## config.mk

```make
export PLATFORM = sky130hd
export DESIGN_NAME = read_master_scheduler
export DESIGN_NICKNAME = d
export VERILOG_FILES = /design/src/rtl/read_sched_pkg.sv /design/src/rtl/read_master_scheduler_rr_arbiter.sv /design/src/rtl/read_master_scheduler.sv
export SDC_FILE = /design/constraint.sdc
export NUM_CORES = 1
export LEC_CHECK = 0
export BUFFER_PORTS_ARGS = -buffer_cell sky130_fd_sc_hd__buf_4
export CAP_MARGIN = 20
export CORE_ASPECT_RATIO = 1.4
export CORE_MARGIN = 2
export CORE_UTILIZATION = 58
export CTS_CLUSTER_SIZE = 28
export DETAILED_ROUTE_END_ITERATION = 10
export MAX_ROUTING_LAYER = met4
export PLACE_DENSITY = 0.92
export SYNTH_ARGS = -nofsm -noshare
export SYNTH_HDL_FRONTEND = slang
export SYNTH_SLANG_ARGS = --single-unit
```

## constraint.sdc

```tcl
create_clock -name clk -period 7.4 [get_ports clk]
set_clock_uncertainty 0.15 [all_clocks]
set_input_delay 0.37 -clock clk [delete_from_list [all_inputs] [get_ports clk]]
set_output_delay 0.37 -clock clk [all_outputs]
set_load 0.005 [all_outputs]
```

## src/rtl/read_sched_pkg.sv

```systemverilog
// read_sched_pkg: shared state type and helpers for the read master scheduler
package read_sched_pkg;
    typedef enum logic [1:0] {IDLE, ISSUE, WAIT, FINISH} state_t;
    localparam int WORD_BYTES = 4;
    function automatic logic [63:0] min_bytes(input logic [63:0] a, input logic [63:0] b);
        return (a < b) ? a : b;
    endfunction
endpackage

```

## src/rtl/read_master_scheduler_rr_arbiter.sv

```systemverilog
// rr_arbiter: combinational round-robin pick starting one past the last grantee
module rr_arbiter #(
    parameter int NUM_REQ = 4
) (
    input  logic [NUM_REQ-1:0]         req,
    input  logic [$clog2(NUM_REQ)-1:0] last_id,
    output logic [NUM_REQ-1:0]         grant,
    output logic [$clog2(NUM_REQ)-1:0] idx
);
    localparam int IW = $clog2(NUM_REQ);
    // Walk the ring from last_id+1 and take the first active requester
    always_comb begin
        logic          found;
        logic [IW-1:0] j;
        grant = '0;
        idx   = '0;
        found = 1'b0;
        j     = '0;
        for (int k = 1; k <= NUM_REQ; k++) begin
            j = IW'((int'(last_id) + k) % NUM_REQ);
            if (!found && req[j]) begin
                found    = 1'b1;
                grant[j] = 1'b1;
                idx      = j;
            end
        end
    end
endmodule

```

## src/rtl/read_master_scheduler.sv

```systemverilog
// read_master_scheduler: shares one read master between requesters, chunking each request
module read_master_scheduler
    import read_sched_pkg::*;
#(
    parameter int NUM_REQ      = 4,
    parameter int ADDRESSWIDTH = 32,
    parameter int MAX_CHUNK    = 4096
) (
    input  logic                            clk,
    input  logic                            reset_n,
    input  logic [NUM_REQ-1:0]              req_valid,
    input  logic [NUM_REQ*ADDRESSWIDTH-1:0] req_base,
    input  logic [NUM_REQ*ADDRESSWIDTH-1:0] req_length,
    input  logic [NUM_REQ-1:0]              req_fixed,
    output logic [NUM_REQ-1:0]              req_ready,
    output logic [NUM_REQ-1:0]              req_done,
    output logic [$clog2(NUM_REQ)-1:0]      grant_id,
    output logic                            busy,
    output logic                            control_go,
    output logic [ADDRESSWIDTH-1:0]         control_read_base,
    output logic [ADDRESSWIDTH-1:0]         control_read_length,
    output logic                            control_fixed_location,
    input  logic                            control_done
);
    localparam int IW = $clog2(NUM_REQ);
    localparam int AW = ADDRESSWIDTH;

    state_t             state;
    logic [IW-1:0]      last_id;
    logic [IW-1:0]      idx;
    logic [NUM_REQ-1:0] grant;
    logic [AW-1:0]      cur_addr;
    logic [AW-1:0]      remaining;
    logic [AW-1:0]      sel_base;
    logic [AW-1:0]      sel_len;
    logic [AW-1:0]      nxt_rem;
    logic [AW-1:0]      chunk;

    rr_arbiter #(.NUM_REQ(NUM_REQ)) u_arb (
        .req     (req_valid),
        .last_id (last_id),
        .grant   (grant),
        .idx     (idx)
    );

    // Grantee's request with the sub-word length bits dropped; chunk comes from the
    // fresh request when leaving IDLE, otherwise from what is still outstanding
    assign sel_base  = req_base[int'(idx)*AW +: AW];
    assign sel_len   = req_length[int'(idx)*AW +: AW] & ~AW'(WORD_BYTES - 1);
    assign nxt_rem   = (state == IDLE) ? sel_len : remaining;
    assign chunk     = AW'(min_bytes(64'(nxt_rem), 64'(MAX_CHUNK)));
    assign req_ready = (reset_n && state == IDLE) ? grant : '0;

    // Scheduler FSM: accept, issue chunks, wait for the master, report completion
    always_ff @(posedge clk or negedge reset_n) begin
        if (!reset_n) begin
            state                  <= IDLE;
            last_id                <= IW'(NUM_REQ - 1);
            grant_id               <= '0;
            busy                   <= 1'b0;
            control_go             <= 1'b0;
            control_read_base      <= '0;
            control_read_length    <= '0;
            control_fixed_location <= 1'b0;
            cur_addr               <= '0;
            remaining              <= '0;
            req_done               <= '0;
        end else begin
            control_go <= 1'b0;
            req_done   <= '0;
            case (state)
                IDLE: if (|req_valid) begin
                    grant_id               <= idx;
                    cur_addr               <= sel_base;
                    remaining              <= sel_len;
                    control_fixed_location <= req_fixed[idx];
                    busy                   <= 1'b1;
                    if (sel_len == '0) begin
                        state    <= FINISH;
                        req_done <= grant;
                    end else begin
                        state               <= ISSUE;
                        control_go          <= 1'b1;
                        control_read_base   <= sel_base;
                        control_read_length <= chunk;
                    end
                end
                ISSUE: begin
                    remaining <= remaining - control_read_length;
                    if (!control_fixed_location)
                        cur_addr <= cur_addr + control_read_length;
                    state <= WAIT;
                end
                WAIT: if (control_done) begin
                    if (remaining != '0) begin
                        state               <= ISSUE;
                        control_go          <= 1'b1;
                        control_read_base   <= cur_addr;
                        control_read_length <= chunk;
                    end else begin
                        state    <= FINISH;
                        req_done <= NUM_REQ'(1) << grant_id;
                    end
                end
                FINISH: begin
                    last_id <= grant_id;
                    busy    <= 1'b0;
                    state   <= IDLE;
                end
            endcase
        end
    end
endmodule
```

### Yosys cells after proc, flatten, opt, wreduce, memory -nomap -nowiden

Cells that the tools add are included.
Widths: inputs -> output; s select.

| word-level totals | value |
|---|---|
| logic and storage cells | 129 |
| bits in registers | 141 |
| input port bits | 267 |

| operators by class | value |
|---|---|
| magnitude comparators | 10 |
| muxes and demuxes | 64 |
| eq/ne operators | 8 |
| shift operators | 3 |
| bitwise logic cells | 3 |
| $add $sub $neg | 6 |
| reduce and logical (&&, ||, !) cells | 24 |

Operators by type and width:

| cell | number |
|---|---|
| $mux 32 | 13 |
| $pmux 32 s2 | 4 |
| $shiftx 128x8->32 | 2 |
| $mux 4 | 9 |
| $add 32x32->32 | 1 |
| $logic_not 32->1 | 1 |
| $lt 32x13->1 const B | 1 |
| $reduce_bool 32->1 | 1 |
| $sub 32x32->32 | 1 |
| $mux 1 | 17 |
| $mux 2 | 8 |
| $lt 2x3->1 const B | 5 |
| $or 4x4->4 | 3 |
| $bmux 1 s2 | 5 |
| $demux 1 s2 | 4 |
| $ge 2x1->1 const B | 4 |
| $logic_and 1x1->1 | 8 |
| $ne 2x2->1 const B | 4 |
| $pmux 2 s4 | 1 |
| $pmux 4 s2 | 1 |
| $reduce_and 2->1 | 4 |
| $reduce_bool 2->1 | 3 |
| $reduce_and 5->1 | 1 |
| $add 2x1->2 const B | 2 |
| 10 further kinds | 15 |

### Depth between registers and ports, before layout

| depth | value |
|---|---|
| depth after elaboration | 20 |
| depth in mapped cells | 18 |

### Hierarchy

A second synthesis with hierarchy kept.

| second synthesis, totals | value |
|---|---|
| cells, all modules | 1,258 |
| area total of the unflattened synthesis | 11,183.2 um2 |

Modules (own cells, without submodules):

| module | area each (um2) | instances | cells each |
|---|---|---|---|
| read_master_scheduler | 10,692.8 | 1 | 1,199 |
| rr_arbiter | 490.5 | 1 | 59 |

### Worst setup path after synthesis

No wires, ideal clock.

| timing path | value |
|---|---|
| path type | reg2reg |
| from | register last_id[0] |
| to | register control_read_base[18] |
| cell stages (with the launch flop) | 17 |
| clock period less this slack | 4,148 ps |
| setup slack | 3,252 ps |
| library setup time | 127 ps |
| arrival | 3,870 ps |
| path buffers | 4 |
| cell sequence | dfstp_2 > buf_6 > inv_4 > ha_1 > nor3b_1 > a211o_1 > a2111oi_2 > o32a_2 > buf_6 > mux2i_1 > mux2i_1 > a311o_1 > a211oi_2 > o21a_1 > buf_6 > buf_6 > mux2_1 |

| between the ends | value |
|---|---|
| longest elaborated chain between the ends | 17 |
| elaborated cells on any way between the ends | 33 |
| classes of those cells | 4 x add/sub; 1 x eq/ne; 2 x shift; 18 x mux; 8 x reduce/logical |

RTL lines:

| what | RTL line | source |
|---|---|---|
| from (decl) | read_master_scheduler.sv:29 | `logic [IW-1:0] last_id;` |
| from (signal assigned) | read_master_scheduler.sv:58 | `last_id <= IW'(NUM_REQ - 1);` |
| from (signal assigned) | read_master_scheduler.sv:106 | `last_id <= grant_id;` |
| $add 2x1->2 | read_master_scheduler_rr_arbiter.sv:20 | `j = IW'((int'(last_id) + k) % NUM_REQ);` |
| $bmux 1 s2 | read_master_scheduler_rr_arbiter.sv:21 | `if (!found && req[j]) begin` |
| $mux 1 (implied by the code) | read_master_scheduler_rr_arbiter.sv:21 |  |
| $mux 1 | read_master_scheduler_rr_arbiter.sv:21 |  |
| $logic_not 1->1 | read_master_scheduler_rr_arbiter.sv:21 |  |
| $logic_and 1x1->1 | read_master_scheduler_rr_arbiter.sv:21 |  |
| $mux 1 | read_master_scheduler_rr_arbiter.sv:21 |  |
| $logic_not 1->1 | read_master_scheduler_rr_arbiter.sv:21 |  |
| $logic_and 1x1->1 | read_master_scheduler_rr_arbiter.sv:21 |  |
| $mux 1 | read_master_scheduler_rr_arbiter.sv:21 |  |
| $logic_not 1->1 | read_master_scheduler_rr_arbiter.sv:21 |  |
| $logic_and 1x1->1 | read_master_scheduler_rr_arbiter.sv:21 |  |
| $mux 2 * | read_master_scheduler_rr_arbiter.sv:21 |  |
| $shiftx 128x8->32 (on tied branches) | read_master_scheduler.sv:49, read_master_scheduler.sv:48 |  |
| $logic_not 32->1 / $mux 32 (equally long branches) | read_master_scheduler.sv:78 | `if (sel_len == '0) begin` |
| $ne 2x2->1 (no line) / $mux 32 (equally long branches) | n/a |  |
| $reduce_and 5->1 (no line) / $pmux 32 s2 (equally long branches) | n/a |  |
| to (signal assigned) | read_master_scheduler.sv:84 | `control_read_base <= sel_base;` |
| to (signal assigned) | read_master_scheduler.sv:98 | `control_read_base <= cur_addr;` |
| to (decl) | read_master_scheduler.sv:20 | `output logic [ADDRESSWIDTH-1:0] control_read_base,` |

Mark *: on every way between the ends. The rest lies on a longest branch, timed or not. The select of a mux whose other input is x is not followed.
A chain may end at the register's enable or synchronous reset.

### Final worst setup path

| timing path | value |
|---|---|
| from | register last_id[0] |
| to | register control_read_base[16] |

The elaborated chain is that of the path after synthesis.

==> results.toml <==
[status]
status = "finished, final reports clean"

[sta]
fin_crit_ps = 5817
setup_violations = 0
hold_ws_ps = 38.57
period_share_pct = 78.60
drv_slew = 0
fmax_mhz = 171.9
relSlewSlack_pct = 29.70
fin_tns_setup_ps = 0
worst_pin_slew_ps = 1051
rsz0062_at_grt = "no"
hold_violations = 0

[power_and_ir_drop]
power_frac_clock_pct = 12.2
p_seq_share_pct = 18.8
swShare_pct = 52.08
peakVddDrop_mv = 0.2811
p_int_uw = 3594
power_frac_comb_pct = 69.0
p_leak_uw = 0.007340
p_per_area_mw_per_mm2 = 487.8
p_switching_uw = 3905

[synth]
syn_avg_cell_area_sq_um = 7.565
synth_area_leaders = "dfrtp_1 (29%), nand2_1 (11%), ha_1 (7.2%)"
yosys_warnings = 0
yosysMostFrequentCell = "nand2_1"
postSynth.asyncResetShare_pct = 100.0
ys_ff_latch = 141
synth_nets = 1952
ys_seq_area_share_pct = 28.93
synth_flop_cell = "dfrtp_1"
yosys.area.top_type = "dfrtp_1"
synth_common_cells = "nand2_1 (342), o21ai_0 (157), dfrtp_1 (139)"
synth_edf_count = 0
yosysUniqueCellTypes = 78
syn_inst = 1613
netlist_area_sq_mm = 0.01220
synth_top_area_share_pct = 28.50

[worst_setup_path]
path_max_fanout = 60
critPathArrivalTime_ps = 5980
cp.required_ps = 7560
path_class = "reg -> reg"
r2r_slack_ps = 1580
endpoint_kind = "register"
startpoint_type = "register"

[job]
cap_violations = 0

[placement]
dp_hpwl_mm = 34.10
finalWeightedCongestion = 0.9898
portBuffers = 335

[routing]
drt-initial-drc-count = 1279
remaining_drc_errors = 0
antenna_left = 0
dr.pass1.iters = 6
vias = 13668
wl_per_cell_microns = 20.89
routed_wl_mm = 45.15
via_per_inst = 6.325

[floorplan]
die_height_microns = 175.6
io_pins = 344
core_area_sq_mm = 0.02056
die_x_microns = 126.6
floorplan.die_area_sq_mm = 0.02223
initial_core_util_pct = 59.36
rows = 62

[clocking]
root_buffer = "clkbuf_16"
clockBufferDepth = 2
cts_setup_buffers = 0
clock_sinks = 141
clkLatencyLatePin_ps = 440
clk_pin_slew_ps = 70
cts_tree = "done"
htree_num_levels = 4
numCtsBuffers = 17

[global_routing]
track_usage_pct = 41.23
grt_pass1_wl_mm = 70.18
grt_max_degree = 86
grt_pass1_vias = 13337
antenna_found_initial = 1
grt_overflow = 0

[cells_and_area]
drive_above_1_share_pct = 21.81
areaGrowthSynthToFinish_pct = 25.99
nNetsFinal = 2229
final_util_pct = 74.79

[min_path]
hold_path.class = "in -> reg"
[power groups by stage]
stage               combinational [uW]  clock, uW  sequential [uW]
floorplan                         3750          0             1290
global placement                  4890          0             1400
detailed placement                5030          0             1410
CTS                               5080        912             1400
global route                      5690        946             1440
finish                            5170        915             1410
[sequential cells by signal, indices dropped and copies added (netlist names)]
signal	flops
control_read_base	32
control_fixed_location	1
control_go	1
grant_id	2
last_id	2
req_done	4
cur_addr	32
control_read_length	32
remaining	32
busy	1
state	2
[worst paths after layout]
kind                                                         from                             endpoint  cells after the start
worst max-delay path                       last_id[0]$_DFFE_PN1P_    control_read_base[16]$_DFFE_PN0P_                     13
worst min-delay path                                 control_done                 state[0]$_DFFE_PN0P_                      3
worst max register to register             last_id[0]$_DFFE_PN1P_    control_read_base[16]$_DFFE_PN0P_                     13
worst min register to register  control_read_base[28]$_DFFE_PN0P_    control_read_base[28]$_DFFE_PN0P_                      1
max in group asynchronous                                 reset_n  control_read_length[14]$_DFFE_PN0P_                      3
min in group asynchronous                                 reset_n    control_read_base[28]$_DFFE_PN0P_                      2
[placed cells by master, fill, tap and decap left out, drive strengths merged, types with 6 or more instances in the layout]
cell,synthesis,final
a211oi,26,26
a21o,30,30
a21oi,108,108
a221oi,7,7
a22oi,10,10
a31oi,23,23
and2,33,33
buf,39,348
clkbuf,52,24
dfrtp,139,139
ha,70,70
inv,58,59
mux2,45,45
mux2i,28,28
nand2,342,342
nand2b,13,13
nand3,60,60
nand4,7,7
nor2,117,117
nor2b,13,13
nor3,28,28
nor4,29,29
o2111ai,6,6
o211ai,9,9
o21a,12,12
o21ai,165,165
o21bai,7,7
o22ai,6,6
or2,6,6
or3,6,6
xnor2,26,26
xor2,23,23
[through the flow]
| stage | total power (uW) | std cells | setup slack, ps | cell area (sq um) |
|---|---|---|---|---|
| global route | 8080 | 2160 | 1395 | 15370 |
| floorplan | 5040 | 1613 | 3252 | 12200 |
| global placement | 6289 | 2126 | 1832 | 14750 |
| finish | 7499 | 2161 | 1583 | 15370 |
| CTS | 7397 | 2159 | 1682 | 15370 |
| detailed placement | 6434 | 2126 | 1705 | 14750 |
[per-layer routing]
| layer | part of all wire (%) | track usage, % |
|---|---|---|
| met2 | 50 | 70.23 |
| met3 | 7.6 | 5.787 |
| met5 | 0 | - |
| met1 | 37 | 47.12 |
| met4 | 5.8 | 21.15 |
[worst max-delay path: stages, from the launching register on]
cell and delay, ps:
dfstp_2 840, inv_4 110, ha_1 400, nor3b_1 170, a211o_1 280, a2111oi_2 410, o32a_4 690, mux2i_1 260
mux2i_1 190, a311o_1 440, a211oi_2 370, o21a_2 540, buf_4 420, mux2_1 370
[kinds of logic (layout without fill, tap and decap cells)]
| group | Yosys count | after routing | share of synthesized area, % |
|---|---|---|---|
| mux | 77 | 77 | 7.188 |
| xor+xnor | 49 | 49 | 3.517 |
| flops | 141 | 141 | 28.93 |
| simple gates | 673 | 673 | 24.60 |
| buf+inv | 149 | 439 | 5.352 |
| compound gates | 452 | 452 | 22.91 |
| other cells | 0 | 2 | 0 |
| fa+ha+maj | 72 | 72 | 7.505 |
[final cells by class]
type                            count  area [sq um]
Multi-Input combinational cell   1323          8058
Timing Repair Buffer              349          2626
Sequential cell                   141          3531
Clock buffer                       24         481.7
Fill cell                        1600          5182
Antenna cell                        2         5.005
Inverter                           58         220.2
Tap cell                          256         320.3
Clock inverter                      8         132.6
[timing repair]
action,in CTS,in global routing
hold endpoints to repair,75,0
resized for setup,0,0
hold buffers,1,0
Note: power is estimated with default switching activity, not from simulation.
